--- config.mk ---
export PLATFORM = sky130hd
export DESIGN_NAME = pipe_hold_unit
export DESIGN_NICKNAME = d
export VERILOG_FILES = /design/src/rtl/pipe_hold_unit.sv
export SDC_FILE = /design/constraint.sdc
export NUM_CORES = 1
export LEC_CHECK = 0
export BUFFER_PORTS_ARGS = -buffer_cell sky130_fd_sc_hd__buf_2
export CORE_MARGIN = 1.5
export CORE_UTILIZATION = 40
export CTS_CLUSTER_DIAMETER = 150
export DETAILED_ROUTE_END_ITERATION = 8
export GPL_TIMING_DRIVEN = 1
export PLACE_DENSITY = 0.66
export SLEW_MARGIN = 15
export SYNTH_ARGS = -nofsm -noshare
export SYNTH_HDL_FRONTEND = slang
export SYNTH_SLANG_ARGS = --single-unit
--- constraint.sdc ---
create_clock -name clk -period 2.6 [get_ports clk]
set_input_delay 0.78 -clock clk [delete_from_list [all_inputs] [get_ports clk]]
set_output_delay 0.78 -clock clk [all_outputs]
set_load 0.01 [all_outputs]
--- src/rtl/pipe_hold_unit.sv ---
// pipe_hold_unit: PC register, IF/ID latch and ID/EX control latch driven by
// the hazard unit's enables and PCSrc (hold, bubble, redirect-plus-flush).
// Optional macro PIPE_HOLD_PERF_EN adds stall_cycles/flush_events counters.
module pipe_hold_unit #(
  parameter int          CTRL_W       = 9,
  parameter int          FLUSH_CYCLES = 1,
  parameter int          MAX_STALL    = 15,
  parameter logic [31:0] RESET_PC     = 32'h0000_0000
) (
  input  logic              clk,
  input  logic              rst,
  input  logic              en_in1,
  input  logic              en_in2,
  input  logic              en_in3,
  input  logic              PCSrc,
  input  logic [31:0]       branch_target,
  input  logic [31:0]       instr_in,
  input  logic [CTRL_W-1:0] ctrl_in,
  output logic [31:0]       pc,
  output logic [31:0]       ifid_instr,
  output logic [31:0]       ifid_pc4,
  output logic [CTRL_W-1:0] idex_ctrl,
  output logic [1:0]        state,
  output logic              stall_err
`ifdef PIPE_HOLD_PERF_EN
  ,
  output logic [15:0]       stall_cycles,
  output logic [15:0]       flush_events
`endif
);

  typedef enum logic [1:0] {
    ST_RUN   = 2'd0,
    ST_STALL = 2'd1,
    ST_FLUSH = 2'd2
  } state_e;

  localparam logic [2:0] FLUSH_INIT = 3'(FLUSH_CYCLES - 1);
  localparam logic [7:0] STALL_LIM  = 8'(MAX_STALL);

  state_e            state_q, state_d;
  logic [31:0]       pc_q, pc_d;
  logic [31:0]       instr_q, instr_d;
  logic [31:0]       pc4_q, pc4_d;
  logic [CTRL_W-1:0] ctrl_q, ctrl_d;
  logic [7:0]        stall_cnt_q, stall_cnt_d;
  logic [2:0]        flush_cnt_q, flush_cnt_d;
  logic              err_q, err_d;

  logic [31:0] pc_plus4;
  logic        stall;

  assign pc_plus4 = pc_q + 32'd4;
  assign stall    = !PCSrc && !(en_in1 && en_in2 && en_in3);

  // Next-state logic: redirect beats stall beats normal advance.
  always_comb begin
    state_d     = state_q;
    pc_d        = pc_q;
    instr_d     = instr_q;
    pc4_d       = pc4_q;
    ctrl_d      = ctrl_q;
    stall_cnt_d = stall_cnt_q;
    flush_cnt_d = flush_cnt_q;
    err_d       = err_q;
    if (PCSrc) begin
      pc_d        = branch_target;
      instr_d     = '0;
      pc4_d       = '0;
      ctrl_d      = '0;
      flush_cnt_d = FLUSH_INIT;
      stall_cnt_d = '0;
      state_d     = (FLUSH_CYCLES > 1) ? ST_FLUSH : ST_RUN;
    end else if (stall) begin
      if (en_in1) pc_d = pc_plus4;
      if (en_in2) begin
        // Slots still owed to a flush stay NOP even if IF/ID is written.
        instr_d = (state_q == ST_FLUSH && flush_cnt_q != '0) ? '0 : instr_in;
        pc4_d   = pc_plus4;
      end
      ctrl_d      = en_in3 ? ctrl_in : '0;
      stall_cnt_d = (stall_cnt_q == 8'hFF) ? 8'hFF : stall_cnt_q + 8'd1;
      if (stall_cnt_d >= STALL_LIM) err_d = 1'b1;
      // A stall inside a flush freezes the flush counter; FLUSH is kept.
      if (state_q != ST_FLUSH) state_d = ST_STALL;
    end else begin
      pc_d        = pc_plus4;
      instr_d     = instr_in;
      pc4_d       = pc_plus4;
      ctrl_d      = ctrl_in;
      stall_cnt_d = '0;
      case (state_q)
        ST_FLUSH: begin
          if (flush_cnt_q != '0) begin
            instr_d     = '0;
            flush_cnt_d = flush_cnt_q - 3'd1;
            if (flush_cnt_d == '0) state_d = ST_RUN;
          end else begin
            state_d = ST_RUN;
          end
        end
        default: state_d = ST_RUN;
      endcase
    end
  end

  // State and pipeline latch registers with synchronous reset.
  always_ff @(posedge clk) begin
    if (rst) begin
      state_q     <= ST_RUN;
      pc_q        <= RESET_PC;
      instr_q     <= '0;
      pc4_q       <= '0;
      ctrl_q      <= '0;
      stall_cnt_q <= '0;
      flush_cnt_q <= '0;
      err_q       <= 1'b0;
    end else begin
      state_q     <= state_d;
      pc_q        <= pc_d;
      instr_q     <= instr_d;
      pc4_q       <= pc4_d;
      ctrl_q      <= ctrl_d;
      stall_cnt_q <= stall_cnt_d;
      flush_cnt_q <= flush_cnt_d;
      err_q       <= err_d;
    end
  end

  assign pc         = pc_q;
  assign ifid_instr = instr_q;
  assign ifid_pc4   = pc4_q;
  assign idex_ctrl  = ctrl_q;
  assign state      = state_q;
  assign stall_err  = err_q;

`ifdef PIPE_HOLD_PERF_EN
  logic [15:0] stall_cyc_q, flush_ev_q;

  // Saturating performance counters for stall cycles and redirects.
  always_ff @(posedge clk) begin
    if (rst) begin
      stall_cyc_q <= '0;
      flush_ev_q  <= '0;
    end else begin
      if (stall && stall_cyc_q != 16'hFFFF) stall_cyc_q <= stall_cyc_q + 16'd1;
      if (PCSrc && flush_ev_q != 16'hFFFF)  flush_ev_q  <= flush_ev_q + 16'd1;
    end
  end

  assign stall_cycles = stall_cyc_q;
  assign flush_events = flush_ev_q;
`endif

endmodule
Word level (Yosys, flattened, before mapping) --
Index checks and enable logic that the tools add are counted.
Cells by class: add/subtract/negate cells 3, bitwise gates (word level) 2, magnitude comparators 1, eq/ne operators 7, reduce and logical (&&, ||, !) cells 13, multiplexer cells 18
Operators by type and width (count):
- $mux W32 | 10
- $add A32 B3 Y32 const B | 1
- $mux W9 | 2
- $mux W2 | 5
- $add A8 B1 Y8 const B | 1
- $eq A8 B8 Y1 const B | 1
- $ge A8 B4 Y1 const B | 1
- $mux W8 | 1
- $reduce_and A3 Y1 | 2
- $logic_and A1 B1 Y1 | 4
- $ne A2 B2 Y1 const B | 2
- $ne A4 B3 Y1 const B | 1
- $logic_not A3 Y1 | 1
- $ne A3 B3 Y1 const B | 1
- $reduce_bool A3 Y1 | 1
- $reduce_or A3 Y1 | 1
- $sub A3 B1 Y3 const B | 1
- $eq A2 B2 Y1 const B | 1
- $logic_not A1 Y1 | 2
- $ne A2 B1 Y1 const B | 1
- $not A1 Y1 | 2
- $reduce_and A2 Y1 | 1
- $reduce_or A2 Y1 | 1
Word-level totals: word-level logic and storage cells 52, register bits after elaboration 119, input bits 79

Logic depth before layout (Yosys ltp) --
word-level depth 6, mapped depth 7

Least setup slack after synthesis --
OpenSTA, ideal clock, no wires.
path type flip-flop to flip-flop, start point register pc_q[2] (netlist: pc[2]), end point register pc_q[30] (netlist: pc[30]), arrival time 1.852 ns, stages on the path, launching flop included 7, setup slack 0.615 ns, clock period less this slack 1.985 ns, required time 2.466 ns, path through dfxtp_1 -> ha_1 -> nand2_1 -> nor3_1 -> nand4_1 -> mux2i_1 -> o22ai_1
On the way: longest elaborated chain between the ends 4
RTL lines:
- start, declared | line 42 | logic [31:0] pc_q, pc_d;
- start signal, assigned | line 120 | pc_q <= pc_d;
- $add A32 B3 Y32 (*) | line 53 | assign pc_plus4 = pc_q + 32'd4;
- $mux W32 | line 75 | if (en_in1) pc_d = pc_plus4;
- $mux W32 (*) | line 74 | end else if (stall) begin
- $mux W32 (*) | line 66 | if (PCSrc) begin
Mark *: on every way between the ends. The rest lies on a longest branch, timed or not. The select of a mux whose other input is x is not followed. A chain may end at the register's enable or synchronous reset.

Final worst setup path --
start point register pc_q[6] (netlist: pc[6]), end point register pc_q[21] (netlist: pc[21])
The elaborated chain is that of the path after synthesis.

==> results <==
- The worst hold slack is 481 ps.
- The highest cell delay on the worst timing path is 650 ps.
- The starting utilization of the core area is 0.414.
- For the worst-skew pair, the clock arrives at the later sink with an insertion delay of 410 ps.
- The number of primary I/O pins is 187.
- The via density per instance is 5.10.
- The ratio of total power to cell area is 690 nW/um^2.
- Counting both buffers and inverters, the worst setup path holds a total of 0.
- The number of global-route vias before repair is 4444.
- dfxtp_1 is the most common cell in the netlist.
- In this run, the number of DRC markers left after iteration 0 of detailed routing was 272.
- The die is 118 um tall.
- The transition time of the tightest slew-check pin is 765 ps.
- Grouping stages by cell kind, the critical path spends the most delay in simple AND/OR/NAND/NOR gates.
- The total routed wirelength is 14300 um.
- The average size of a mapped cell is 9.08 um^2.
- The commonest cells after synthesis are dfxtp_1, nor2_1, a21oi_1.
- Counting the fill cells in the layout gives 1236.
- Clock tree synthesis inserted a total of 17 buffers.
- The cell count after synthesis is 580.
- The worst setup path is captured at a register.
- Once detail routing completed, the nets flagged for antenna violations numbered 0.
- Of the available clock period, the critical path in the final layout requires 0.831.
- The switching power share of the total is 0.233.
- For this run, the leading register cell type out of synthesis is dfxtp_1.
- In the final layout, the share of cells above drive strength 1 is 0.313.
- In this run the core area contains 41 standard-cell rows.
- Routability-driven placement finished with a final weighted congestion of 0.832.
- The register cell area after layout is 2300 um^2.
- The number of failing hold endpoints at the final stage is 0.
- Of the total power, the clock network draws 0.495.
- The area growth from synthesis to layout is 28.4%.
- Across every metal layer, demand over resource in global routing totals 0.205.
- The initial antenna violation count is 1.
- The part of the power in combinational logic is 0.094.
- The count of hold-fix buffers inserted at cts is 0.
- The category of the worst setup path launch point is a register.
- Between clock sinks in the finished design, the worst skew comes to 15.9 ps.
- The startpoint of the most critical register-to-register path is pc[6].
- The headroom to the max-slew limit is 0.490.
- The internal power is 0.00358 W.
- The max-slew violation count is 0.
- The count of yosys warnings during synthesis is 0.
- The clock passes through at most 2 buffers.
- After detailed routing, the average wire length per cell comes to 15.4 um.
- The start-to-end type of the worst setup path is register to register.
- Once the clock tree was built, the resizer swapped 0 gates to a different size.
- Counting distinct cell types in the post-synthesis netlist gives 43.
- The maximum frequency from static timing analysis is 0.463 GHz.
- CTS placed an instance of clkbuf_16 at the clock tree root.
- The data required time at the worst endpoint is 2930 ps.
- The post-synthesis cell type with the largest combined area is dfxtp_1.
- The HPWL after detailed placement is 10200 um.
- The proportion of synthesized flip-flops having asynchronous set or reset is 0.
- The final critical path time including I/O delays and setup is 2160 ps.
- The number of input and output port buffers inserted is 185.
- The summed negative setup slack over all endpoints is 0 ps.
- For this run the aggregate overflow at the end of global routing stands at 0.
- In the final layout, the multi-input gates occupy 2570 um^2.
- The min-delay analysis places its worst path in the category register to register.
- At the worst endpoint, the arrival time is 2490 ps.
- The H-tree depth is 4.
- The clock drives 115 sinks.
- The post-synthesis register bit count is 115.
- The net count reported at finish is 826.
- The CTS tree is built.
- The count of vias placed by the detailed router is 4736.
- For this design the static power due to leakage is 3.10 nW.
- The number of setup buffers added after CTS is 0.
- For this run, the register share of the synthesized area comes to 0.437.
- The signal on the critical path passes through nand4_4 -> nor4_4 -> nand3_1 -> xor2_1 -> a211oi_1.
- The first global-routing pass estimated 22700 um of wire.
- The sequential share of power is 0.410.
- In this run, placement finished with an instance count of 898.
- The largest driver fanout on the critical path is 12.
- The slowest stage of the critical path is the nor4_4 cell.
- The number of max-cap violations is 0.
- Setup repair after global routing left no endpoint under its margin.
- In this run the cell area of the synthesized design comes to 5270 um^2.
- The final standard cell count with taps included and fillers excluded is 929.
- The final routed DRC violation total is 0.
- Clock-pin slew was measured on the worst setup and hold paths at 50 ps.
- After synthesis, the cell types taking the most area are dfxtp_1, mux2i_1, xor2_1.
- Entering global routing, the biggest net connects 42 pins.
- The die extent in x is 118 um.
- The net load switching power is 0.00109 W.
- The core outline area is 12700 um^2.
- The critical path starts at pc[6].
- The die covers 13900 um^2.
- The completed layout was analyzed and its total power is 0.00467 W.
- The startpoint identified for the worst hold timing path is stall_err.
- The number of detailed-route iterations in the first pass is 5.
- The net count after synthesis is 661.
- The share of synthesized area in the top cell type comes to 0.437.
- Counting flops with a built-in enable in the synthesized netlist gives 0.
- Setup violations remaining at the end of the flow were counted as 0.
- The maximum VDD drop is 0.000436 V.
- The flow ran to the end, and the final reports show no timing, DRC or antenna violations.
[state kept, by name, indices dropped and copies added, names as in the netlist]
register,cells
idex_ctrl,9
stall_cnt_q,8
state,1
pc,32
ifid_pc4,32
ifid_instr,32
stall_err,1
[final timing paths]
| path | cells past startpoint | slack (ps) | end |
|---|---|---|---|
| worst max-delay path | 5 | 440 | pc[21] |
| worst min-delay path | 2 | 480 | stall_err |
| worst max register to register | 5 | 440 | pc[21] |
| worst min register to register | 2 | 480 | stall_err |
[power by group through the flow]
stage | Sequential, W | Combinational, W | Clock (W)
final | 0.00192 | 0.000441 | 0.00231
after global routing | 0.00192 | 0.000481 | 0.00243
after CTS | 0.00191 | 0.000443 | 0.00235
after detailed placement | 0.00195 | 0.000440 | 0
after global placement | 0.00195 | 0.000434 | 0
after floorplan | 0.00195 | 0.000264 | 0
[area by class of cell]
class	count	share of cell area
diodes	1	0.000370
clock buffers	26	0.0768
clock inverters	4	0.0104
inverters	11	0.00610
multi-input cells	403	0.380
flip-flops and latches	115	0.340
well taps	172	0.0318
repair buffers	197	0.154
[kinds of logic (layout without fill, tap and decap cells)]
kind of cell | Yosys count | count (layout) | share of synthesized area
compound gates | 101 | 101 | 0.110
xor+xnor | 57 | 57 | 0.0948
fa+ha+maj | 2 | 2 | 0.00475
mux | 40 | 40 | 0.0760
buf+inv | 62 | 238 | 0.0748
other cells | 1 | 2 | 0.000712
simple gates | 202 | 202 | 0.201
flops | 115 | 115 | 0.437
[placed cells by master, fill, tap and decap left out, types with 2 or more instances in the layout]
cell type	instances
dfxtp_1	115
clkbuf_8	6
a31oi_1	2
nand3_1	20
clkbuf_16	17
inv_1	10
clkinv_2	2
bufinv_16	2
xnor2_1	21
nand4_1	17
or3_1	3
nor3_1	14
clkbuf_1	3
nor4_4	3
buf_2	185
and4_1	2
o21ai_0	25
buf_4	10
o22ai_1	4
a21oi_1	43
nor4_1	6
or2_2	3
xor2_1	36
ha_1	2
a211oi_1	23
and3_1	21
nand2_1	30
nor2_1	74
buf_12	2
nand4_4	2
mux2i_1	40
[layer usage]
metal | GRT usage | routed length [um]
met1 | 0.268 | 6620
met2 | 0.319 | 6670
met3 | 0.0451 | 741
met4 | 0.0983 | 282
met5 | 0 | 0
[tightest hold or removal path, stage by stage, from the launching register on]
cell and delay, ps:
dfxtp_1 300, inv_1 50, o22ai_1 70
[per-stage QoR]
| step | setup slack (ps) | area (um^2) | util |
|---|---|---|---|
| floorplan | 615 | 5270 | - |
| CTS | 450 | 6760 | 0.531 |
| detailed placement | 381 | 6170 | 0.485 |
| global route | 282 | 6760 | 0.532 |
| finish | 439 | 6760 | 0.532 |
| global placement | 398 | 6170 | 0.485 |
(Power assumes the default switching activity.)
